File: config.mk
export PLATFORM = sky130hd
export DESIGN_NAME = fir_mac_lpf
export DESIGN_NICKNAME = d
export VERILOG_FILES = /design/src/rtl/fir_mac_lpf.sv
export SDC_FILE = /design/constraint.sdc
export NUM_CORES = 2
export LEC_CHECK = 0
export ABC_AREA = 1
export BUFFER_PORTS_ARGS = -buffer_cell sky130_fd_sc_hd__buf_2
export CAP_MARGIN = 20
export CORE_MARGIN = 2
export CORE_UTILIZATION = 40
export DETAILED_ROUTE_END_ITERATION = 12
export PLACE_DENSITY_LB_ADDON = 0.1
export SYNTH_ARGS = -nofsm -noshare
export SYNTH_HDL_FRONTEND = slang
export SYNTH_SLANG_ARGS = --single-unit
File: constraint.sdc
create_clock -name clk -period 7.7 [get_ports clk]
set_clock_uncertainty 0.05 [all_clocks]
set_input_delay 0.385 -clock clk [delete_from_list [all_inputs] [get_ports clk]]
set_output_delay 0.385 -clock clk [all_outputs]
set_load 0.05 [all_outputs]
File: src/rtl/fir_mac_lpf.sv
`default_nettype none
// ============================================================================
// Module      : fir_mac_lpf
// Description : Receive-path low-pass FIR filter. One multiply-accumulate
//               unit is shared across all taps, one tap per enabled cycle.
//               Coefficients live in a RAM that can be rewritten at run time.
//               The sum is rounded half-up, then saturated to OUT_W bits.
//               Input uses a valid/ready handshake.
// Ports       : clk        - system clock, rising edge
//               reset      - synchronous, active-high
//               clk_enable - 1 = advance, 0 = freeze all state
//               in_valid   - in_data carries a sample
//               in_ready   - a sample can be accepted (FSM idle)
//               in_data    - signed input sample
//               coef_we    - coefficient write strobe (honoured only when idle)
//               coef_addr  - tap index; indices >= NTAPS are ignored
//               coef_wdata - signed coefficient value
//               out_valid  - one-cycle strobe marking a new out_data
//               out_data   - filtered sample, held until the next result
//               sat_flag   - out_data was clamped
//               busy       - a MAC sweep is in progress
// Revision    : 1.0 - initial release
// ============================================================================
module fir_mac_lpf #(
    parameter  int NTAPS     = 26,
    parameter  int DATA_W    = 10,
    parameter  int COEF_W    = 18,
    parameter  int ACC_W     = 34,
    parameter  int OUT_SHIFT = 16,
    parameter  int OUT_W     = 10,
    localparam int ADDR_W    = (NTAPS > 1) ? $clog2(NTAPS) : 1
) (
    input  logic                     clk,
    input  logic                     reset,
    input  logic                     clk_enable,
    input  logic                     in_valid,
    output logic                     in_ready,
    input  logic signed [DATA_W-1:0] in_data,
    input  logic                     coef_we,
    input  logic        [ADDR_W-1:0] coef_addr,
    input  logic signed [COEF_W-1:0] coef_wdata,
    output logic                     out_valid,
    output logic signed [OUT_W-1:0]  out_data,
    output logic                     sat_flag,
    output logic                     busy
);

    localparam int c_PROD_W = DATA_W + COEF_W;
    // One guard bit above the accumulator so that adding the rounding
    // constant can never wrap.
    localparam int c_EXT_W  = ACC_W + 1;

    localparam logic [ADDR_W-1:0] c_LAST = ADDR_W'(NTAPS - 1);

    localparam logic signed [c_EXT_W-1:0] c_HALF    = c_EXT_W'(64'sd1 <<< (OUT_SHIFT - 1));
    localparam logic signed [c_EXT_W-1:0] c_OUT_MAX = c_EXT_W'((64'sd1 <<< (OUT_W - 1)) - 64'sd1);
    localparam logic signed [c_EXT_W-1:0] c_OUT_MIN = c_EXT_W'(-(64'sd1 <<< (OUT_W - 1)));

    localparam logic [1:0] c_IDLE = 2'd0;
    localparam logic [1:0] c_MAC  = 2'd1;
    localparam logic [1:0] c_DONE = 2'd2;

    logic [1:0]               r_state;
    logic [1:0]               w_state_next;

    logic signed [DATA_W-1:0] r_ring [NTAPS];
    logic signed [COEF_W-1:0] r_coef [NTAPS];
    logic [ADDR_W-1:0]        r_wptr;
    logic [ADDR_W-1:0]        r_rptr;   // ring slot of tap k: (base - k) mod NTAPS
    logic [ADDR_W-1:0]        r_k;
    logic signed [ACC_W-1:0]  r_acc;

    logic                     w_last_tap;
    logic                     w_coef_wr;
    logic signed [c_PROD_W-1:0] w_prod;
    logic signed [ACC_W-1:0]  w_prod_ext;
    logic signed [c_EXT_W-1:0] w_acc_ext;
    logic signed [c_EXT_W-1:0] w_rnd;
    logic signed [c_EXT_W-1:0] w_shr;

    assign w_last_tap = (r_k == c_LAST);
    assign w_coef_wr  = clk_enable && coef_we && (r_state == c_IDLE) && (coef_addr <= c_LAST);

    // Full-precision signed product, sign-extended into the accumulator.
    assign w_prod     = r_ring[r_rptr] * r_coef[r_k];
    assign w_prod_ext = ACC_W'(w_prod);

    // Round half toward +inf, then arithmetic shift down.
    assign w_acc_ext  = c_EXT_W'(r_acc);
    assign w_rnd      = w_acc_ext + c_HALF;
    assign w_shr      = w_rnd >>> OUT_SHIFT;

    // ------------------------------------------------------------------
    // FSM: state register
    // ------------------------------------------------------------------
    always_ff @(posedge clk) begin
        if (reset) begin
            r_state <= c_IDLE;
        end else if (clk_enable) begin
            r_state <= w_state_next;
        end
    end

    // ------------------------------------------------------------------
    // FSM: next-state logic
    // ------------------------------------------------------------------
    always_comb begin
        w_state_next = r_state;
        case (r_state)
            c_IDLE:  if (in_valid)   w_state_next = c_MAC;
            c_MAC:   if (w_last_tap) w_state_next = c_DONE;
            c_DONE:                  w_state_next = c_IDLE;
            default:                 w_state_next = c_IDLE;
        endcase
    end

    // ------------------------------------------------------------------
    // FSM: outputs
    // ------------------------------------------------------------------
    always_comb begin
        in_ready = (r_state == c_IDLE);
        busy     = (r_state != c_IDLE);
    end

    // ------------------------------------------------------------------
    // Datapath
    // ------------------------------------------------------------------
    always_ff @(posedge clk) begin
        if (reset) begin
            for (int i = 0; i < NTAPS; i++) begin
                r_ring[i] <= '0;
                r_coef[i] <= '0;
            end
            r_wptr    <= '0;
            r_rptr    <= '0;
            r_k       <= '0;
            r_acc     <= '0;
            out_valid <= 1'b0;
            out_data  <= '0;
            sat_flag  <= 1'b0;
        end else if (clk_enable) begin
            // The strobe lasts exactly one enabled cycle.
            out_valid <= (r_state == c_DONE);

            // The coefficient write lands on the accept edge, so the sweep
            // that starts next already sees the new value.
            if (w_coef_wr) begin
                r_coef[coef_addr] <= coef_wdata;
            end

            case (r_state)
                c_IDLE: begin
                    if (in_valid) begin
                        r_ring[r_wptr] <= in_data;
                        r_rptr         <= r_wptr;
                        r_wptr         <= (r_wptr == c_LAST) ? '0 : r_wptr + 1'b1;
                        r_acc          <= '0;
                        r_k            <= '0;
                    end
                end
                c_MAC: begin
                    r_acc  <= r_acc + w_prod_ext;
                    r_rptr <= (r_rptr == '0) ? c_LAST : r_rptr - 1'b1;
                    if (!w_last_tap) begin
                        r_k <= r_k + 1'b1;
                    end
                end
                c_DONE: begin
                    if (w_shr > c_OUT_MAX) begin
                        out_data <= c_OUT_MAX[OUT_W-1:0];
                        sat_flag <= 1'b1;
                    end else if (w_shr < c_OUT_MIN) begin
                        out_data <= c_OUT_MIN[OUT_W-1:0];
                        sat_flag <= 1'b1;
                    end else begin
                        out_data <= w_shr[OUT_W-1:0];
                        sat_flag <= 1'b0;
                    end
                end
                default: begin
                end
            endcase
        end
    end

endmodule
`default_nettype wire

==> metrics.txt <==
# TYPE chip_impl_metric gauge
chip_impl_info{name="status",value="finished, final reports clean"} 1
chip_impl_metric{name="final_hold_viol_count",unit=""} 0
chip_impl_metric{name="tightestPinTransition",unit="ns"} 1.15
chip_impl_metric{name="drt-initial-drc-count",unit=""} 3043
chip_impl_metric{name="cts_buffer_depth",unit=""} 3
chip_impl_metric{name="n_fill_cell",unit=""} 12083
chip_impl_metric{name="achievable-frequency",unit="MHz"} 137
chip_impl_metric{name="vias",unit=""} 37366
chip_impl_metric{name="synthToLayoutAreaGrowth",unit="%"} 12.6
chip_impl_metric{name="finalSetupViolCount",unit=""} 0
chip_impl_metric{name="clk_latency",unit="ns"} 0.74
chip_impl_metric{name="number_of_global_route_vias_before_repair",unit=""} 37115
chip_impl_info{name="tritoncts",value="built"} 1
chip_impl_info{name="cp_slowest_cell",value="sky130_fd_sc_hd__fa_1"} 1
chip_impl_metric{name="synthDistinctLibCells",unit=""} 54
chip_impl_metric{name="synthDominantCellAreaShare",unit="%"} 53.1
chip_impl_metric{name="die_width",unit="um"} 360
chip_impl_metric{name="antenna_cells_inserted",unit=""} 0
chip_impl_metric{name="cp_data_required_time",unit="ns"} 8.25
chip_impl_metric{name="port_buffers",unit=""} 51
chip_impl_metric{name="drtPass1Iterations",unit=""} 6
chip_impl_metric{name="drive_above_1_share",unit="%"} 8.02
chip_impl_metric{name="ir_worst_vdd",unit="mV"} 0.386
chip_impl_metric{name="synth_xor_area_share",unit="%"} 0.259
chip_impl_metric{name="die_h",unit="um"} 360
chip_impl_metric{name="clock_tree.htree_level_count",unit=""} 3
chip_impl_metric{name="floorplan.rows",unit=""} 130
chip_impl_metric{name="synthesis.area_per_instance",unit="um^2"} 10.0
chip_impl_metric{name="p_total",unit="mW"} 21.7
chip_impl_metric{name="post_dp_hpwl",unit="um"} 103000
chip_impl_metric{name="syn-instance-count",unit=""} 5058
chip_impl_metric{name="yosys.area_share.simple",unit="%"} 16.8
chip_impl_metric{name="finalWorstPathRequiredPeriod",unit="ns"} 7.32
chip_impl_info{name="cts_root_buf",value="sky130_fd_sc_hd__clkbuf_16"} 1
chip_impl_metric{name="routedWlPerCell",unit="um"} 22.9
chip_impl_metric{name="globalRouteTotalUtil",unit="%"} 24.2
chip_impl_metric{name="worst_setup_hold_path_clk_slew",unit="ns"} 0.06
chip_impl_info{name="criticalPathCategory",value="reg2reg"} 1
chip_impl_metric{name="slew_headroom",unit="%"} 23.3
chip_impl_metric{name="synth-async-reset-ratio",unit="%"} 0
chip_impl_metric{name="layout.nets",unit=""} 5492
chip_impl_metric{name="coreArea",unit="mm^2"} 0.126
chip_impl_metric{name="critPathArrivalTime",unit="ns"} 7.87
chip_impl_info{name="crit_path_end_kind",value="flip-flop"} 1
chip_impl_metric{name="timing_max_transition_violations_final",unit=""} 0
chip_impl_metric{name="die-area",unit="mm^2"} 0.130
chip_impl_metric{name="io_pins",unit=""} 52
chip_impl_info{name="netlist_top_cells_area",value="sky130_fd_sc_hd__edfxtp_1 (53%), sky130_fd_sc_hd__nor2_1 (9.9%), sky130_fd_sc_hd__fa_1 (8.0%), sky130_fd_sc_hd__o21ai_0 (5.0%), sky130_fd_sc_hd__nand2_1 (4.0%)"} 1
chip_impl_metric{name="p_leak",unit="nW"} 22.6
chip_impl_metric{name="grt_first_pass_wirelength",unit="um"} 238000
chip_impl_metric{name="largest_net_degree_at_the_start_of_global_routing",unit=""} 60
chip_impl_metric{name="drcViolationCount",unit=""} 0
chip_impl_info{name="synth.largest_area_cell",value="sky130_fd_sc_hd__edfxtp_1"} 1
chip_impl_metric{name="multiplexer_area_fraction_after_synthesis",unit="%"} 0
chip_impl_metric{name="worst_hold_slack",unit="ns"} 0.109
chip_impl_metric{name="number_of_sinks_on_the_clock_net",unit=""} 969
chip_impl_info{name="critical_path.top_delay_family",value="adder cells"} 1
chip_impl_metric{name="timing.final.crit_share",unit="%"} 95.0
chip_impl_metric{name="filler_free_cell_count_of_the_finished_design",unit=""} 6900
chip_impl_metric{name="synthesized_area_fraction_occupied_by_ao_oa_aoi_and_oai_cells",unit="%"} 10.5
chip_impl_metric{name="fin_setup_tns",unit="ns"} 0
chip_impl_metric{name="route.final.wire_length",unit="um"} 158000
chip_impl_metric{name="post_drt_via_cell_ratio",unit=""} 5.42
chip_impl_metric{name="yosys_warnings",unit=""} 0
chip_impl_metric{name="initial_utilization",unit="%"} 40.3
chip_impl_metric{name="antenna_found_initial",unit=""} 1
chip_impl_info{name="critPathLaunchType",value="flip-flop"} 1
chip_impl_metric{name="powerDensity",unit="mW/mm^2"} 381
chip_impl_info{name="dominantRegCellSynth",value="sky130_fd_sc_hd__edfxtp_1"} 1
chip_impl_metric{name="synth-adder-area-share",unit="%"} 10.2
chip_impl_metric{name="tritoncts.num_buffers",unit=""} 108
chip_impl_metric{name="dp_cells",unit=""} 6666
chip_impl_metric{name="ant_nets",unit=""} 0
chip_impl_metric{name="place.gp.congestion",unit=""} 0.896
chip_impl_info{name="largest_family_of_logic_cells_by_synthesized_area",value="simple AND/OR/NAND/NOR gates"} 1
chip_impl_metric{name="drv_cap",unit=""} 0
chip_impl_info{name="hold_path_class",value="in2reg"} 1
chip_impl_metric{name="netlist_area",unit="mm^2"} 0.0507
chip_impl_info{name="setup_repair_after_global_routing_missed_its_margin",value="false"} 1
chip_impl_info{name="worst_path_most_repeated_cell",value="sky130_fd_sc_hd__nand2_1"} 1
chip_impl_metric{name="ys_seq_elements",unit=""} 969
chip_impl_metric{name="cts_setup_buffers",unit=""} 0
chip_impl_metric{name="crit_fanout",unit=""} 30
chip_impl_metric{name="synth_enable_flop_cells",unit=""} 896
chip_impl_metric{name="globalRoute.totalOverflow",unit=""} 0
chip_impl_metric{name="part_of_the_yosys_area_used_for_sequential_elements",unit="%"} 56.0
chip_impl_metric{name="critical_path.max_stage_delay",unit="ns"} 0.51
chip_impl_metric{name="critPathBufInv",unit=""} 8
[synthesized netlist by cell type, types with 8 or more instances]
master / number
sky130_fd_sc_hd__nor2_1: 1338
sky130_fd_sc_hd__edfxtp_1: 896
sky130_fd_sc_hd__nand2_1: 537
sky130_fd_sc_hd__o21ai_0: 507
sky130_fd_sc_hd__inv_1: 382
sky130_fd_sc_hd__fa_1: 202
sky130_fd_sc_hd__nand3_1: 186
sky130_fd_sc_hd__clkbuf_1: 168
sky130_fd_sc_hd__o221ai_1: 158
sky130_fd_sc_hd__buf_2: 116
sky130_fd_sc_hd__ha_1: 91
sky130_fd_sc_hd__a21oi_1: 89
sky130_fd_sc_hd__dfxtp_1: 73
sky130_fd_sc_hd__o22ai_1: 54
sky130_fd_sc_hd__clkinv_1: 31
sky130_fd_sc_hd__inv_2: 23
sky130_fd_sc_hd__buf_4: 20
sky130_fd_sc_hd__nor3_1: 19
sky130_fd_sc_hd__o21ai_2: 18
sky130_fd_sc_hd__nand4_1: 15
sky130_fd_sc_hd__a21boi_0: 12
sky130_fd_sc_hd__buf_6: 10
sky130_fd_sc_hd__xor2_1: 10
sky130_fd_sc_hd__a31oi_1: 9
sky130_fd_sc_hd__buf_1: 8
sky130_fd_sc_hd__nand3b_1: 8
sky130_fd_sc_hd__o21ai_1: 8
sky130_fd_sc_hd__or2_2: 8
[worst paths after layout]
path                     from     endpoint  slack, ns  depth (start not counted)
setup / recovery    flip-flop    r_acc[25]       0.38                         32
hold reg to reg   out_data[0]  out_data[0]       0.42                          2
setup reg to reg    flip-flop    r_acc[25]       0.38                         32
hold / removal     clk_enable    out_valid       0.11                          4
[worst reg2reg max path: cells and delay by family, from the launching register on]
family	cells	cell delay, ns
buffers and inverters	8	1.27
AND/OR/NAND/NOR	12	1.60
adder cells (fa/ha/maj)	6	2.77
flip-flops	1	0.43
AO/OA/AOI/OAI	6	1.06
[layout make-up]
type	instances	area (um^2)	area share, %
Sequential cell	969	28400	49.8
Multi-Input combinational cell	3434	19600	34.3
Clock buffer	142	2850	5.00
Timing Repair Buffer	209	2100	3.68
Tap cell	1650	2060	3.62
Inverter	439	1660	2.91
Clock inverter	57	415	0.728
[metrics by stage]
step	cell area (um^2)	util [%]	setup slack (ns)
6_report	57000	45.4	0.383
5_1_grt	57000	45.4	0.00168
4_1_cts	56800	45.2	0.366
3_5_place_dp	53300	42.4	0.376
3_3_place_gp	53000	42.2	0.380
2_1_floorplan	51100	-	1.73
[placed cells by master, fill, tap and decap left out, drive strengths merged, types with 2 or more instances in the layout]
cell type / instances
nor2: 1348
edfxtp: 896
nand2: 543
o21ai: 536
inv: 415
fa: 202
nand3: 186
buf: 181
o221ai: 158
clkbuf: 142
conb: 108
ha: 91
a21oi: 91
clkinv: 75
dfxtp: 73
o22ai: 54
dlygate4sd3: 28
nor3: 24
nand4: 15
a21boi: 12
xor2: 10
a31oi: 10
or2: 9
nand3b: 8
o31ai: 5
o21bai: 5
xnor2: 5
a21o: 4
bufinv: 3
clkinvlp: 3
o211ai: 2
o21a: 2
[kinds of logic after synthesis]
kind of cell,Yosys count
simple gates,2135
compound gates,883
flops,969
other cells,1
buf+inv,762
fa+ha+maj,293
xor+xnor,15
[where the power goes]
group          leakage [nW]  internal (mW)  switching (mW)  total (mW)
registers              9.72           5.98           0.139        6.12
clock network          1.60           2.71            2.22        4.92
logic                  11.3           3.66            7.01        10.7
total                  22.6           12.3            9.37        21.7
[flip-flops by register name, indices dropped and copies added (netlist names), named ones only]
| signal | flops |
|---|---|
| r_state | 2 |
| r_k | 5 |
| r_coef | 576 |
| out_data | 10 |
| r_wptr | 5 |
| r_ring | 320 |
| sat_flag | 1 |
| out_valid | 1 |
| r_acc | 34 |
| r_rptr | 5 |
[metal layers]
layer	wire, um	vias to the layer above	track usage, %	share of wire, %
met3	8480	229	3.11	5.4
met4	4610	0	7.16	2.9
met1	70400	18741	33.8	45
met2	74600	1159	39.6	47
li1	-	17237	-	-
met5	0	-	0	0
[what timing repair did]
item | CTS | global route
setup endpoints to repair | 0 | 6
gates resized for setup | 0 | 3
hold endpoints to repair | 168 | 0
hold buffers | 28 | 0
Power figures use the tool's default switching activity.
